## src/rtl/fetch_unit.sv

```systemverilog
`default_nettype none
// ============================================================================
//  Module   : fetch_unit
//  Purpose  : Instruction fetch stage. Reads the current PC, issues word reads
//             to instruction memory over a request/acknowledge handshake, and
//             pulses pc_inc once per accepted word. Fetched words are queued
//             with their addresses and presented to the decoder through a
//             valid/ready handshake. Execute-stage redirects are forwarded to
//             the PC as a jump; stale or in-flight fetches are discarded.
//
//  Parameters
//    DEPTH          instruction queue entries (power of two, >= 2)
//
//  Ports
//    clock          sole clock, rising edge
//    reset          asynchronous, active-high
//    pc_data        current PC value
//    pc_inc         increment PC by 4 at this edge (combinational)
//    pc_jump        load PC with pc_jump_data at this edge (= redirect)
//    pc_jump_data   jump target (= redirect_addr)
//    redirect       execute-stage redirect request
//    redirect_addr  redirect target
//    mem_read       memory read request (registered)
//    mem_addr       memory request address (registered, word aligned)
//    mem_ack        memory read data valid this cycle
//    mem_data       memory read data
//    instr_valid    queue head valid
//    instr_ready    decoder accepts the head
//    instr_data     head instruction word (0 when empty)
//    instr_pc       head instruction address (0 when empty)
//
//  Revision : 1.0  initial release
// ============================================================================
module fetch_unit #(
    parameter int DEPTH = 2
) (
    input  logic        clock,
    input  logic        reset,
    input  logic [31:0] pc_data,
    output logic        pc_inc,
    output logic        pc_jump,
    output logic [31:0] pc_jump_data,
    input  logic        redirect,
    input  logic [31:0] redirect_addr,
    output logic        mem_read,
    output logic [31:0] mem_addr,
    input  logic        mem_ack,
    input  logic [31:0] mem_data,
    output logic        instr_valid,
    input  logic        instr_ready,
    output logic [31:0] instr_data,
    output logic [31:0] instr_pc
);

    localparam int                 c_PTR_W = $clog2(DEPTH);
    localparam int                 c_CNT_W = c_PTR_W + 1;
    localparam logic [c_CNT_W-1:0] c_DEPTH = c_CNT_W'(DEPTH);

    // IDLE    : no request outstanding
    // REQ     : request outstanding, returned data is kept
    // DISCARD : request outstanding, returned data is dropped
    typedef enum logic [1:0] {
        S_IDLE    = 2'd0,
        S_REQ     = 2'd1,
        S_DISCARD = 2'd2
    } state_t;

    state_t               r_state;
    state_t               w_state_nxt;
    logic                 r_mem_read;
    logic [31:0]          r_mem_addr;
    logic [31:0]          w_mem_addr_nxt;

    logic [c_CNT_W-1:0]   r_count;
    logic [c_PTR_W-1:0]   r_wr_ptr;
    logic [c_PTR_W-1:0]   r_rd_ptr;
    logic [31:0]          r_q_data [DEPTH];
    logic [31:0]          r_q_pc   [DEPTH];

    logic                 w_valid;
    logic                 w_push;
    logic                 w_pop;
    logic [c_CNT_W-1:0]   w_count_post;

    // ------------------------------------------------------------------------
    // Handshake decode
    // ------------------------------------------------------------------------
    assign w_valid = (r_count != '0);
    assign w_pop   = w_valid & instr_ready;
    // A returned word is only kept when the request is live and no redirect
    // is invalidating it in the same cycle.
    assign w_push  = (r_state == S_REQ) & mem_ack & ~redirect;

    // Occupancy after this edge assuming a push; decides whether the next
    // sequential fetch can be launched back-to-back. A push only happens in
    // REQ, which is entered only with space available, so this never
    // overflows c_CNT_W bits.
    assign w_count_post = r_count + c_CNT_W'(1) - c_CNT_W'(w_pop);

    // ------------------------------------------------------------------------
    // FSM: state register
    // ------------------------------------------------------------------------
    always_ff @(posedge clock or posedge reset) begin
        if (reset) begin
            r_state    <= S_IDLE;
            r_mem_read <= 1'b0;
            r_mem_addr <= 32'd0;
        end else begin
            r_state    <= w_state_nxt;
            // mem_read is a pure function of the next state, registered so
            // that no combinational path exists from decoder or memory
            // inputs to the request line.
            r_mem_read <= (w_state_nxt != S_IDLE);
            r_mem_addr <= w_mem_addr_nxt;
        end
    end

    // ------------------------------------------------------------------------
    // FSM: next state and request address
    // ------------------------------------------------------------------------
    always_comb begin
        w_state_nxt    = r_state;
        w_mem_addr_nxt = r_mem_addr;
        case (r_state)
            S_IDLE: begin
                // Launch is based on current occupancy only; a same-cycle pop
                // frees its slot for the following cycle.
                if (!redirect && (r_count < c_DEPTH)) begin
                    w_state_nxt    = S_REQ;
                    w_mem_addr_nxt = pc_data;
                end
            end
            S_REQ: begin
                if (redirect) begin
                    // The outstanding request cannot be withdrawn; if it has
                    // not completed yet, its data must be swallowed later.
                    w_state_nxt = mem_ack ? S_IDLE : S_DISCARD;
                end else if (mem_ack) begin
                    if (w_count_post < c_DEPTH) begin
                        // Wraps naturally from 0xFFFFFFFC to 0x00000000.
                        w_mem_addr_nxt = r_mem_addr + 32'd4;
                    end else begin
                        w_state_nxt = S_IDLE;
                    end
                end
            end
            S_DISCARD: begin
                if (mem_ack) begin
                    w_state_nxt = S_IDLE;
                end
            end
            default: begin
                w_state_nxt = S_IDLE;
            end
        endcase
    end

    // ------------------------------------------------------------------------
    // Instruction queue: pointers and occupancy
    // ------------------------------------------------------------------------
    always_ff @(posedge clock or posedge reset) begin
        if (reset) begin
            r_count  <= '0;
            r_wr_ptr <= '0;
            r_rd_ptr <= '0;
        end else if (redirect) begin
            // Flush wins over any same-cycle push or pop.
            r_count  <= '0;
            r_wr_ptr <= '0;
            r_rd_ptr <= '0;
        end else begin
            if (w_push) begin
                r_wr_ptr <= r_wr_ptr + c_PTR_W'(1);
            end
            if (w_pop) begin
                r_rd_ptr <= r_rd_ptr + c_PTR_W'(1);
            end
            case ({w_push, w_pop})
                2'b10:   r_count <= r_count + c_CNT_W'(1);
                2'b01:   r_count <= r_count - c_CNT_W'(1);
                default: r_count <= r_count;
            endcase
        end
    end

    // Storage needs no reset: entries are only visible while counted valid.
    always_ff @(posedge clock) begin
        if (w_push) begin
            r_q_data[r_wr_ptr] <= mem_data;
            r_q_pc[r_wr_ptr]   <= r_mem_addr;
        end
    end

    // ------------------------------------------------------------------------
    // Outputs
    // ------------------------------------------------------------------------
    assign pc_inc       = w_push;
    assign pc_jump      = redirect;
    assign pc_jump_data = redirect_addr;
    assign mem_read     = r_mem_read;
    assign mem_addr     = r_mem_addr;
    assign instr_valid  = w_valid;
    assign instr_data   = w_valid ? r_q_data[r_rd_ptr] : 32'd0;
    assign instr_pc     = w_valid ? r_q_pc[r_rd_ptr]   : 32'd0;

endmodule
`default_nettype wire

```

## config.mk

```make
export PLATFORM = sky130hd
export DESIGN_NAME = fetch_unit
export DESIGN_NICKNAME = d
export VERILOG_FILES = /design/src/rtl/fetch_unit.sv
export SDC_FILE = /design/constraint.sdc
export NUM_CORES = 1
export LEC_CHECK = 0
export CAP_MARGIN = 20
export CORE_ASPECT_RATIO = 1.4
export CORE_MARGIN = 3
export CORE_UTILIZATION = 45
export CTS_BUF_LIST = sky130_fd_sc_hd__clkbuf_4
export CTS_CLUSTER_DIAMETER = 150
export DETAILED_ROUTE_END_ITERATION = 10
export PLACE_DENSITY = 0.84
export SLEW_MARGIN = 15
export SYNTH_ARGS = -nofsm -noshare
export SYNTH_HDL_FRONTEND = slang
export SYNTH_SLANG_ARGS = --single-unit
export TNS_END_PERCENT = 1
```

## constraint.sdc

```tcl
create_clock -name clock -period 19.1 [get_ports clock]
set_input_delay 3.82 -clock clock [delete_from_list [all_inputs] [get_ports clock]]
set_output_delay 3.82 -clock clock [all_outputs]
set_load 0.01 [all_outputs]
```

# Word level (Yosys, flattened, before mapping)
# Memories as Yosys holds them, arrays and structs flattened.
# Cells that the tools add are included.
dict set report op_classes {
  n_eq_ne 8
  reduce_logical 10
  bitwise_logic 4
  n_mux 22
  add_sub_neg 6
  n_lt_le_gt_ge 2
}
# operator n
set op_table {}
lappend op_table {{32-bit two-way mux} 6}
lappend op_table {{32-bit one-hot mux with 2 select lines} 1}
lappend op_table {{32-bit by 3-bit adder with 32-bit output (second input constant)} 1}
lappend op_table {{2-bit two-way mux} 7}
lappend op_table {{2-bit nonzero test} 5}
lappend op_table {{1-bit two-way mux} 6}
lappend op_table {{2-bit != test (second input constant)} 3}
lappend op_table {{2-bit one-hot mux with 3 select lines} 1}
lappend op_table {{5-bit AND reduction} 1}
lappend op_table {{2-bit by 1-bit == test with 1-bit output (second input constant)} 2}
lappend op_table {{2-bit == test (second input constant)} 2}
lappend op_table {{2-bit < comparator (second input constant)} 2}
lappend op_table {{2-bit one-hot mux with 2 select lines} 1}
lappend op_table {{1-bit AND} 3}
lappend op_table {{3-bit nonzero test} 1}
lappend op_table {{1-bit adder (second input constant)} 2}
lappend op_table {{2-bit by 1-bit adder with 2-bit output (second input constant)} 1}
lappend op_table {{2-bit logical NOT} 1}
lappend op_table {{2-bit by 1-bit != test with 1-bit output (second input constant)} 1}
lappend op_table {{2-bit by 1-bit subtractor with 2-bit output} 1}
lappend op_table {{2-bit by 1-bit subtractor with 2-bit output (second input constant)} 1}
lappend op_table {{1-bit logical AND} 1}
lappend op_table {{1-bit logical NOT} 1}
lappend op_table {{1-bit NOT} 1}
dict set report totals {
  word_cells 60
  ram_bits 128
  out_inout_bits 132
  register_bits 39
  memories 2
}
# memory words width read_ports rd_ports_with_merged_regs wr line
set mem_list {}
lappend mem_list {r_q_data 2 32 1 0 1 77} ;# logic [31:0] r_q_data [DEPTH];
lappend mem_list {r_q_pc 2 32 1 0 1 78} ;# logic [31:0] r_q_pc [DEPTH];

# Logic depth before layout (Yosys ltp)
dict set report logic_depth {
  ltp_word 9
  ltp_mapped 9
}

# Least setup slack after synthesis
# Ideal clock, no wire load.
dict set report synth_timing {
  path_type {in2reg}
  start {in redirect}
  end {mem r_q_data[0][0], enable pin}
  slack_ns 8.244
  path_buffers 1
  cell_stages 2
  t_arrival_ns 10.212
  t_required_ns 18.456
  setup_time_ns 0.644
  cell_sequence {buf_2 nor4_1}
}
dict set report synth_between {
  elab_chain_len 4
}
# element line
set synth_lines {}
lappend synth_lines {{start, declared} 43} ;# input logic redirect,
lappend synth_lines {{1-bit NOT} 92} ;# assign w_push = (r_state == S_REQ) & mem_ack & ~redirect;
lappend synth_lines {{1-bit AND} 92}
lappend synth_lines {{1-bit two-way mux} 188} ;# if (w_push) begin
lappend synth_lines {{1-bit two-way mux (implied by the code)} 189} ;# r_q_data[r_wr_ptr] <= mem_data;
lappend synth_lines {{end, declared} 77}
# Every way passes these cells.

# Worst setup path after layout
dict set report layout_timing {
  start {in redirect}
  end {out pc_inc}
}
dict set report layout_between {
  elab_chain_len 2
}
# element line
set layout_lines {}
lappend layout_lines {{1-bit NOT} 92}
lappend layout_lines {{1-bit AND} 92}
lappend layout_lines {{end, declared} 40} ;# output logic pc_inc,
# Every way passes these cells.

==> flow_metrics.py <==
metrics = {
    "critical_path": {
        "critPathLaunchType": "input pin",
        "endpoint_kind": "primary output",
        "cp_slowest_cell": "clkdlybuf4s50_1",
        "worstPathArrival_ns": 5.82,
        "r2r-end": "mem_addr[24]",
        "rrSetupSlack_ns": 15.76,
        "path_cells": "clkdlybuf4s50_1, nor3_1, clkdlybuf4s50_1",
        "worst-path-buf-inv": 2,
        "rr_worst_depth": 8,
        "path_max_fanout": 10,
        "path_delay_family": "buffers and inverters",
        "worstSetupPathType": "in2out",
        "cpMostUsedCell": "clkdlybuf4s50_1",
        "required_ns": 15.28,
        "r2r_start": "r_count[1]",
        "slowest_delay_ns": 0.70,
    },
    "yosys": {
        "yosysWarnings": 0,
        "synth_cells": 582,
        "syn_area_per_cell_um2": 12.8,
        "ys_ff_latch": 167,
        "synth_ff_type": "edfxtp_1",
        "ys_async_sr_fraction_pct": 23.4,
        "ys_seq_area_share_pct": 64.8,
        "synth_edf_count": 128,
        "syn_area_um2": 7430,
        "synth_nets": 685,
        "synthDistinctLibCells": 55,
    },
    "cts": {
        "cts_buffers": 17,
        "cts_resized": 0,
        "htreeDepth": 4,
        "cts_setup_buffers": 0,
        "clock_tree.buffer_depth": 2,
        "cts.clk_slew.worst_paths_ns": 0.14,
        "clkLatencyLatePin_ns": 0.54,
        "clkSinkCount": 167,
        "ctsRootBufferMaster": "clkbuf_4",
        "cts_tree": "built",
        "cts_hold_buf": 0,
    },
    "global_route": {
        "grt_max_degree": 65,
        "grt_pass1_wl_um": 27500,
        "grt_usage_pct": 19.6,
        "overflow": 0,
        "grt_pass1_vias": 5174,
        "antenna_found_initial": 1,
    },
    "routing": {
        "detailroute.via_count": 5107,
        "viasPerCell": 5.53,
        "routedWlPerCell_um": 19.1,
        "ant_nets": 0,
        "drt_iter0_markers": 296,
        "drc": 0,
        "wirelength_um": 17600,
        "first_pass_iters": 5,
    },
    "flow_run": {
        "cap_violations": 0,
    },
    "floorplan": {
        "die_h_um": 158,
        "core_region_area_um2": 16200,
        "die_area_um2": 18100,
        "io-pin-count": 233,
        "start_util_pct": 46.0,
        "num_rows": 55,
        "dieWidth_um": 115,
    },
    "power_and_ir_drop": {
        "p_leak_nw": 3.17,
        "powerDensity_nw_per_um2": 135,
        "peakVddDrop_uv": 67.8,
        "power.total_mw": 1.26,
    },
    "finish": {
        "final_cell_area_um2": 9340,
        "final_common_cell": "clkdlybuf4s50_1",
        "final_nets": 813,
        "fill_cells": 1296,
        "utilization_pct": 57.8,
        "multi_input_area_um2": 2220,
        "syn2layout_area_growth_pct": 25.7,
        "drive_above_1_share_pct": 7.61,
        "layout_common_cells": "clkdlybuf4s50_1 (168), edfxtp_1 (128), nor2_1 (93)",
        "seq_area_um2": 4820,
    },
    "min_path": {
        "hold_path.startpoint": "mem_addr[0]",
        "min_to": "r_q_pc[1][0]",
        "whs_path_depth": 0,
        "hold_path_class": "reg2reg",
    },
    "place": {
        "dpl-instance-area_um2": 9050,
        "place.gp.congestion": 0.846,
        "dp_hpwl_um": 12100,
        "io_buffers": 168,
    },
    "sta": {
        "post-route-period-util_pct": 50.5,
        "relSlewSlack_pct": 36.9,
        "worst_pin_slew_ns": 0.946,
        "max_freq_ghz": 0.104,
        "finClkSkew_ns": 0.0265,
        "min_period_ns": 9.64,
        "rsz0062_at_grt": "false",
        "hold_violations": 0,
        "finalSetupTns_ns": 0,
        "finalMaxSlewViolations": 0,
        "finalSetupViolations": 0,
    },
    "run_status": {
        "status": "finished, final reports clean",
    },
}
-- worst max-delay path by stage --
stage | startpoint | end | cells past startpoint
after floorplan | redirect | r_q_data[0][0] | 2
after global placement | redirect | pc_inc | 3
after detailed placement | redirect | pc_inc | 3
after CTS | redirect | pc_inc | 3
after global routing | redirect | pc_inc | 3
final | redirect | pc_inc | 3
-- worst reg2reg max path: stages, from the launching register on --
cell and delay, ns:
dfrtp_1 0.45, inv_1 0.12, ha_2 0.61, buf_4 0.49, nand3b_1 0.21, xnor2_1 0.23, a21o_1 0.76, mux2i_1 0.17
a211oi_1 0.24
-- registers in the layout (all words and copies together), names as in the netlist --
name	count
r_q_data	64
r_count	2
mem_read	1
r_state	2
r_wr_ptr	1
r_q_pc	64
mem_addr	32
r_rd_ptr	1
-- cells by family (layout without fill, tap and decap cells) --
kind of cell	count (synthesis)	after routing	synth area share, %
and+or+nand+nor	167	167	10.7
DFF	167	167	64.8
adders and majority gates	2	2	0.337
other	0	1	0
buffers and inverters	74	215	5.64
xor gates and xnor gates	5	5	0.589
AOI/OAI and AO/OA	99	99	8.68
muxes	68	68	9.19
-- final cells by class --
| cell class | instances | area share, % |
|---|---|---|
| Tap cell | 199 | 2.67 |
| Antenna cell | 1 | 0.0268 |
| Multi-Input combinational cell | 341 | 23.8 |
| Inverter | 8 | 0.321 |
| Sequential cell | 167 | 51.6 |
| Timing Repair Buffer | 175 | 18.6 |
| Clock buffer | 17 | 1.37 |
| Clock inverter | 15 | 1.62 |
-- power breakdown --
group          total, mW  internal (mW)  switching (mW)
logic              0.510          0.260           0.250
registers          0.554          0.465          0.0892
clock network      0.200         0.0778           0.122
-- metrics by stage --
step | cells | hold WS [ns] | worst slack (ns)
after detailed placement | 890 | 0.489 | 9.51
after global placement | 890 | 0.473 | 9.72
after global routing | 923 | 0.515 | 9.35
final | 923 | 0.506 | 9.46
after CTS | 922 | 0.511 | 9.52
after floorplan | 582 | 0.515 | 8.24
-- synth_stat cells, types with 7 or more instances --
cell	count	area share [%]
o22a_1	7	0.82
nand2_1	16	0.81
nor2_1	93	4.7
inv_1	8	0.40
mux2i_1	66	8.9
a21oi_1	27	1.8
nand3_1	16	1.1
clkbuf_1	17	0.86
buf_4	35	3.5
edfxtp_1	128	52
a31oi_1	9	0.76
dfrtp_1	39	13
o22ai_1	7	0.59
buf_2	8	0.54
o21ai_0	18	1.2
-- metal layers --
metal / global-route usage, % / routed length [µm] / up-vias
li1: - / - / 2380
met1: 22.0 / 6590 / 2486
met2: 35.7 / 9720 / 214
met3: 4.02 / 891 / 27
met4: 8.32 / 397 / 0
met5: 0 / 0 / -
No activity file was read; power rests on OpenSTA's default activity.
